## src/rtl/hash_pkg.sv

```systemverilog
// hash_pkg: shared types and helpers for the hash message padder and the
// downstream hash core.
//   hash_op_t  : algorithm select (MD5 / SHA-1 / SHA-256); 2'b11 is illegal.
//   blk_t      : one 512-bit block as 16 packed 32-bit words, word 0 in the MSBs.
//   BLK_BYTES  : bytes per block.
//   LEN_SLOT_HI/LO : slots carrying the 64-bit length (high word first, SHA order).
//   bswap32    : byte swap of a 32-bit word.
package hash_pkg;

    typedef enum logic [1:0] {
        HASH_MD5    = 2'b00,
        HASH_SHA1   = 2'b01,
        HASH_SHA256 = 2'b10
    } hash_op_t;

    localparam logic [1:0] HASH_OP_ILLEGAL = 2'b11;

    typedef logic [15:0][31:0] blk_t;

    localparam int unsigned BLK_BYTES   = 64;
    localparam logic [3:0]  LEN_SLOT_HI = 4'd14;
    localparam logic [3:0]  LEN_SLOT_LO = 4'd15;

    function automatic logic [31:0] bswap32(input logic [31:0] w);
        return {w[7:0], w[15:8], w[23:16], w[31:24]};
    endfunction

endpackage

```

## src/rtl/pad_word_former.sv

```systemverilog
// pad_word_former: combinational formatting of one 32-bit block slot.
//   raw_word : little-endian memory word (byte 0 in [7:0])
//   base     : global byte index of the slot's byte 0 (33-bit, no wrap)
//   size     : message length in bytes
//   opcode   : algorithm; MD5 keeps little-endian order, SHA swaps to big-endian
//   word     : formatted slot (message bytes, 0x80 marker, zero fill);
//              the length override is applied by the caller.
module pad_word_former
    import hash_pkg::*;
(
    input  logic [31:0] raw_word,
    input  logic [32:0] base,
    input  logic [31:0] size,
    input  hash_op_t    opcode,
    output logic [31:0] word
);

    logic [32:0] size_x;
    logic [31:0] le_word;

    assign size_x = {1'b0, size};

    // Build the slot in memory (little-endian) order first, then reorder once.
    always_comb begin
        le_word = '0;
        for (int unsigned j = 0; j < 4; j++) begin
            if ((base + 33'(j)) < size_x) begin
                le_word[8*j +: 8] = raw_word[8*j +: 8];
            end else if ((base + 33'(j)) == size_x) begin
                le_word[8*j +: 8] = 8'h80;
            end
        end
    end

    assign word = (opcode == HASH_MD5) ? le_word : bswap32(le_word);

endmodule

```

## src/rtl/hash_msg_padder.sv

```systemverilog
// hash_msg_padder: turns a raw message (stream of 32-bit little-endian memory
// words) into complete 512-bit padded blocks for MD5 / SHA-1 / SHA-256.
//   clk, reset          : single clock, synchronous active-high reset
//   start/opcode/size   : begin a message (opcode 11 ignored; ignored when busy)
//   in_valid/in_ready/in_data    : raw word input, exactly ceil(size/4) words taken
//   blk_valid/blk_ready/blk_data : padded block output, word 0 in [511:480]
//   blk_last            : qualifies the final block of the message
//   busy                : high from accepted start until done
//   done                : one-cycle pulse after the final block is accepted
module hash_msg_padder
    import hash_pkg::*;
#(
    parameter int unsigned WORD_W    = 32,
    parameter int unsigned BLK_WORDS = 16
)
(
    input  logic                          clk,
    input  logic                          reset,
    input  logic                          start,
    input  logic [1:0]                    opcode,
    input  logic [31:0]                   size,
    input  logic                          in_valid,
    output logic                          in_ready,
    input  logic [WORD_W-1:0]             in_data,
    output logic                          blk_valid,
    input  logic                          blk_ready,
    output logic [BLK_WORDS*WORD_W-1:0]   blk_data,
    output logic                          blk_last,
    output logic                          busy,
    output logic                          done
);

    localparam logic [1:0] ST_IDLE = 2'd0;
    localparam logic [1:0] ST_FILL = 2'd1;
    localparam logic [1:0] ST_EMIT = 2'd2;

    logic [1:0]  state_q;
    hash_op_t    op_q;
    logic [31:0] size_q;
    logic [3:0]  slot_q;
    logic [31:0] blk_cnt_q;
    logic [31:0] nblocks_q;
    blk_t        blk_q;
    logic        last_q;
    logic        done_q;

    logic [32:0] base;
    logic        need_data;
    logic        final_blk;
    logic        advance;
    logic [63:0] len_bits;
    logic [31:0] formed_word;
    logic [31:0] slot_word;

    // Byte index of the current slot, 33 bits wide so sizes near 2^32 do not wrap.
    assign base      = (33'(blk_cnt_q) << 6) + 33'({slot_q, 2'b00});
    assign need_data = base < {1'b0, size_q};
    assign final_blk = (blk_cnt_q == (nblocks_q - 32'd1));
    assign len_bits  = {29'b0, size_q, 3'b000};

    pad_word_former u_former (
        .raw_word (in_data),
        .base     (base),
        .size     (size_q),
        .opcode   (op_q),
        .word     (formed_word)
    );

    // Length override on the last two slots of the final block. MD5 stores the
    // low length word first and does not byte-swap it.
    always_comb begin
        slot_word = formed_word;
        if (final_blk && (slot_q >= LEN_SLOT_HI)) begin
            if (op_q == HASH_MD5) begin
                slot_word = (slot_q == LEN_SLOT_HI) ? len_bits[31:0] : len_bits[63:32];
            end else begin
                slot_word = (slot_q == LEN_SLOT_HI) ? len_bits[63:32] : len_bits[31:0];
            end
        end
    end

    // Data slots wait for an input handshake; padding slots advance every cycle.
    assign advance = (state_q == ST_FILL) && (!need_data || in_valid);

    always_ff @(posedge clk) begin
        if (reset) begin
            state_q   <= ST_IDLE;
            op_q      <= HASH_MD5;
            size_q    <= '0;
            slot_q    <= '0;
            blk_cnt_q <= '0;
            nblocks_q <= '0;
            blk_q     <= '0;
            last_q    <= 1'b0;
            done_q    <= 1'b0;
        end else begin
            done_q <= 1'b0;
            case (state_q)
                ST_IDLE: begin
                    if (start && (opcode != HASH_OP_ILLEGAL)) begin
                        op_q      <= hash_op_t'(opcode);
                        size_q    <= size;
                        slot_q    <= '0;
                        blk_cnt_q <= '0;
                        nblocks_q <= 32'(((33'(size) + 33'd8) >> 6) + 33'd1);
                        state_q   <= ST_FILL;
                    end
                end
                ST_FILL: begin
                    if (advance) begin
                        blk_q[4'd15 - slot_q] <= slot_word;
                        slot_q <= slot_q + 4'd1;
                        if (slot_q == 4'd15) begin
                            last_q  <= final_blk;
                            state_q <= ST_EMIT;
                        end
                    end
                end
                ST_EMIT: begin
                    // slot_q has already wrapped to 0 for the next block.
                    if (blk_ready) begin
                        last_q <= 1'b0;
                        if (last_q) begin
                            done_q  <= 1'b1;
                            state_q <= ST_IDLE;
                        end else begin
                            blk_cnt_q <= blk_cnt_q + 32'd1;
                            state_q   <= ST_FILL;
                        end
                    end
                end
                default: state_q <= ST_IDLE;
            endcase
        end
    end

    assign in_ready  = (state_q == ST_FILL) && need_data;
    assign blk_valid = (state_q == ST_EMIT);
    assign blk_last  = last_q;
    assign blk_data  = blk_q;
    assign busy      = (state_q != ST_IDLE);
    assign done      = done_q;

endmodule
```

## config.mk

```make
export PLATFORM = sky130hd
export DESIGN_NAME = hash_msg_padder
export DESIGN_NICKNAME = d
export VERILOG_FILES = /design/src/rtl/hash_pkg.sv /design/src/rtl/pad_word_former.sv /design/src/rtl/hash_msg_padder.sv
export SDC_FILE = /design/constraint.sdc
export NUM_CORES = 1
export LEC_CHECK = 0
export BUFFER_PORTS_ARGS = -buffer_cell sky130_fd_sc_hd__clkbuf_2
export CORE_ASPECT_RATIO = 1.25
export CORE_MARGIN = 5
export CORE_UTILIZATION = 40
export CTS_CLUSTER_SIZE = 30
export DETAILED_ROUTE_END_ITERATION = 8
export PLACE_DENSITY = 0.63
export SETUP_SLACK_MARGIN = 0.4
export SLEW_MARGIN = 20
export SYNTH_ARGS = -nofsm -noshare
export SYNTH_HDL_FRONTEND = slang
export SYNTH_SLANG_ARGS = --single-unit
```

## constraint.sdc

```tcl
create_clock -name clk -period 4.6 [get_ports clk]
set_clock_uncertainty 0.2 [all_clocks]
set_input_delay 0.92 -clock clk [delete_from_list [all_inputs] [get_ports clk]]
set_output_delay 0.92 -clock clk [all_outputs]
set_load 0.1 [all_outputs]
```

### Word-level counts from Yosys, hierarchy flattened

Index checks and enable logic that the tools add are counted.

| storage, ports and cells | value |
|---|---|
| flip-flop bits (word level) | 618 |
| output and inout bits | 517 |
| logic and storage cells | 112 |

| operators by class | value |
|---|---|
| $add $sub $neg | 10 |
| order comparisons | 7 |
| equality and inequality tests | 15 |
| multiplexer cells | 34 |
| bitwise logic cells | 2 |
| reductions and logical operators | 20 |

Operator list:

| kind | number |
|---|---|
| 512-bit bitwise mux | 1 |
| 32-bit two-way mux | 9 |
| 33-bit by 32-bit == test with 1-bit output | 4 |
| 33-bit by 32-bit < comparator with 1-bit output | 4 |
| 32-bit demux with 4-bit select | 1 |
| 33-bit by 2-bit adder with 33-bit output (second input constant) | 2 |
| 8-bit two-way mux | 8 |
| 32-bit case mux with 2 select lines | 1 |
| 32-bit by 4-bit adder with 33-bit output (second input constant) | 1 |
| 33-bit by 1-bit adder with 33-bit output (second input constant) | 1 |
| 33-bit by 6-bit adder with 33-bit output | 1 |
| 32-bit by 1-bit adder with 32-bit output (second input constant) | 1 |
| 32-bit == test | 1 |
| 32-bit by 1-bit subtractor with 32-bit output (second input constant) | 1 |
| 27-bit by 1-bit adder with 28-bit output (second input constant) | 1 |
| 4-bit AND reduction | 3 |
| 4-bit == test (second input constant) | 2 |
| 2-bit two-way mux | 4 |
| 4-bit two-way mux | 2 |
| 2-bit != test (second input constant) | 4 |
| 4-bit case mux with 2 select lines | 1 |
| 2-bit nonzero test | 4 |
| 2-bit case mux with 3 select lines | 1 |
| 1-bit logical AND | 5 |
| 17 further kinds | 25 |

### Logic depth before layout (Yosys ltp)

| depth | value |
|---|---|
| depth after elaboration | 8 |
| mapped depth | 14 |
| depth with buffers taken out | 10 |

### Hierarchy

Synthesis repeated with hierarchy kept, for this count alone.

| unflattened totals | value |
|---|---|
| cell total of the unflattened synthesis | 3,584 |
| area total of the unflattened synthesis | 30,727.0 um^2 |

By module, submodules not included:

| module | instances | cells each | area each (um^2) |
|---|---|---|---|
| hash_msg_padder | 1 | 2,868 | 25,644.6 |
| pad_word_former | 1 | 716 | 5,082.4 |

### Worst setup path before layout

No wires, ideal clock.

| timing | value |
|---|---|
| path type | reg-to-output |
| start point | register size_q[30] |
| end point | output in_ready |
| arrival | 4.617 ns |
| path slack | -1.137 ns |
| cell stages (with the launch flop) | 10 |
| cells stage by stage | dfxtp_1 inv_1 ha_1 a21o_1 a211oi_1 o41ai_1 a2111oi_0 clkbuf_1 nand2_1 nor3b_1 |

| between the ends | value |
|---|---|
| longest elaborated chain between the ends | 2 |

Ends and longest elaborated chain:

| item | line | source |
|---|---|---|
| start, declared | hash_msg_padder.sv:39 | `logic [31:0] size_q;` |
| start signal, assigned | hash_msg_padder.sv:102 | `size_q <= size;` |
| 33-bit by 32-bit < comparator with 1-bit output | hash_msg_padder.sv:57 | `assign need_data = base < {1'b0, size_q};` |
| 1-bit logical AND | hash_msg_padder.sv:137 | `assign in_ready = (state_q == ST_FILL) && need_data;` |
| end, declared | hash_msg_padder.sv:23 | `output logic in_ready,` |

No other way between the ends.

### Worst setup path in the final report

| timing | value |
|---|---|
| start point | register size_q[20] |
| end point | output in_ready |

Same word-level chain as after synthesis.

==> qor.txt <==
most common cell in the synthesized netlist: dfxtp_1
setup TNS: 0 ns
CTS tree: done
Root Buffer: clkbuf_16
clock sink count: 614
starting density of the core: 0.4031
Synth area leader: dfxtp_1
Clk network pwr share: 0.442
Die Y: 292.0 um
core box area: 63150 um^2
routed len/inst: 23.97 um
Clock Tree Buf Depth: 3
Port Buffers: 587
crit end category: output pin
Tcrit/Tclk final: 0.9021
Hold Path Class: reg -> reg
pin count of the biggest net entering global routing: 133
top cells by count, synth: 614 x dfxtp_1, 466 x nand3_1, 406 x o21ai_0, 216 x clkbuf_1, 201 x nand2_1
GRT overflow: 0
post-route ant nets: 0
GR Util All Layers: 0.2848
Seq/Total Area, Yosys: 0.4829
hold_ws: 0.2492 ns
vias: 25210
Layout area overhead: 23.93%
Post-CTS Hold Fix Bufs: 0
unrepaired setup endpoints after global routing: yes
switching power: 3308 uW
Yosys cell types: 71
first-pass GRT wire length: 152.9 mm
fin nets: 3599
top cells by area, synth: dfxtp_1 48%, nand3_1 9.2%, o21ai_0 8.0%
YS warnings: 0
Switching Share: 0.2716
Leak Pwr: 0.01317 uW
WS Path Type: reg -> out
Worst VDD drop: 0.0003108 V
Fin. Hold Viols: 0
row cnt: 103
Routed WL: 105.2 mm
gp weighted congestion: 0.9460
Vias/cell: 5.743
number of global-route vias before repair: 22620
status: finished, final reports clean
Slew @ Worst Pin: 1.140 ns
Synth async-reset ratio: 0
logic gate share of total power: 0.111
DR iter-0 viols: 2342
Synth top area share: 0.4829
main flop type after synthesis: dfxtp_1
layout cells sized above 1: 0.2376
Worst setup SP type: register
number of synthesized flops with an enable pin: 0
synthesis-stage register bit count: 614
drt first pass iters: 6
Die Wd: 235.6 um
pwr dens: 386.1 nW/um^2
fill count: 6298
worst-path maximum fanout: 4
f_max: 241.0 MHz
initial antenna violation count: 11
Final min period: 4.150 ns
CTS H-Tree Depth: 2
Critical Path AT: 3.03 ns
Power Internal: 8872 uW
Max Transition Viols Final: 0
max_cap viols: 0
max_slew headroom: 0.2338
Synth Instances: 3020
Setup violations, final: 0
Mapped Area: 25450 um^2
Avg Cell Area, Syn: 8.428 um^2
die area: 68810 um^2
IO Pins: 588
DRC Markers: 0
Critical Path RT: 3.48 ns
Worst-path clk slew: 0.07 ns
syn_nets: 3129
worst reg-to-reg setup slack: 0.48 ns
DPL Wire Length: 75.93 mm
Num CTS Buffers: 61
Seq pwr share: 0.447
clk_lat worst skew: 0.62 ns
-- flip-flops by register name (all words and copies together) (netlist names) --
register / flops
state_q: 2
nblocks_q: 28
blk_cnt_q: 32
op_q: 2
slot_q: 4
blk_last: 1
done: 1
blk_data: 512
size_q: 32
-- cells in the final DEF (no fill, tap or decap), types with 8 or more instances in the layout --
master,count
nand3_1,454
nor2_1,123
a211oi_1,20
or4_1,9
a21o_1,18
xor2_1,30
a311o_1,36
buf_4,90
diode_2,10
a21oi_1,85
nand3_2,12
clkinv_2,8
nand4_1,50
nor4_1,14
clkbuf_2,585
clkbuf_8,17
inv_1,49
a31oi_1,48
o211ai_1,22
clkbuf_1,8
dfxtp_1,609
o21ai_0,405
ha_1,38
xnor2_1,54
and3_1,97
or3_1,68
nand2_1,200
clkbuf_16,62
nor3_1,147
mux2i_1,43
-- critical path, stage by stage, from the launching register on --
cell       delay [ns]
dfxtp_1          0.44
inv_1            0.07
ha_1             0.33
a21oi_1          0.14
o21a_1           0.21
o41ai_2          0.12
a2111oi_4        0.34
buf_6            0.16
nand2_1          0.08
nor3b_4          0.30
buf_12           0.22
-- per-stage QoR --
stage / setup WS [ns] / util / instance area (um^2) / instances / total power, uW
after floorplan: 0.5311 / - / 25470 / 3020 / 6355
after global placement: 0.4121 / 0.4622 / 29190 / 4258 / 6872
after detailed placement: 0.3556 / 0.4622 / 29190 / 4258 / 6877
after CTS: 0.3418 / 0.4976 / 31430 / 4372 / 12230
after global routing: 0.3339 / 0.4995 / 31540 / 4389 / 12560
final: 0.4503 / 0.4995 / 31540 / 4390 / 12180
-- logic make-up after synthesis --
kind of cell / count (synthesis) / share of synthesized area
buf+inv: 329 / 0.05270
fa+ha+maj: 39 / 0.01907
xor+xnor: 84 / 0.02891
compound gates: 682 / 0.1561
mux: 44 / 0.01735
simple gates: 1228 / 0.2429
flops: 614 / 0.4829
-- final timing paths --
| kind | depth (start not counted) | endpoint | startpoint |
|---|---|---|---|
| max reg2reg | 9 | blk_data[94] | nblocks_q[16] |
| min reg2reg | 2 | blk_data[239] | blk_data[239] |
| max | 10 | in_ready | size_q[20] |
| min | 2 | blk_data[239] | blk_data[239] |
-- power by group through the flow --
stage                     Clock (uW)  Sequential, uW  Combinational, uW
after floorplan                    0            5700                659
after global placement             0            5560               1310
after detailed placement           0            5560               1320
after CTS                       5460            5440               1320
after global routing            5690            5450               1430
final                           5390            5440               1350
-- area by class of cell --
| class | count | area [um^2] | share of cell area |
|---|---|---|---|
| diodes | 10 | 25.02 | 0.0007933 |
| clock buffers | 87 | 1815 | 0.05756 |
| clock inverters | 26 | 384.1 | 0.01218 |
| multi-input cells | 2080 | 12020 | 0.3810 |
| well taps | 840 | 1051 | 0.03332 |
| repair buffers | 683 | 3755 | 0.1190 |
| flip-flops and latches | 614 | 12300 | 0.3899 |
| inverters | 50 | 195.2 | 0.006188 |
-- metal layers --
| layer | wire length (um) | global-route usage |
|---|---|---|
| met5 | 0 | 0 |
| met4 | 4926 | 0.1072 |
| met3 | 7387 | 0.04638 |
| met2 | 51210 | 0.4911 |
| met1 | 41700 | 0.3599 |
-- repair_timing --
item,CTS,global route
pin swaps,2,4
hold endpoints to repair,0,0
gates resized for setup,8,8
setup endpoints to repair,16,239
buffers inserted,1,5
cloned,0,3
Power figures use the tool's default switching activity.
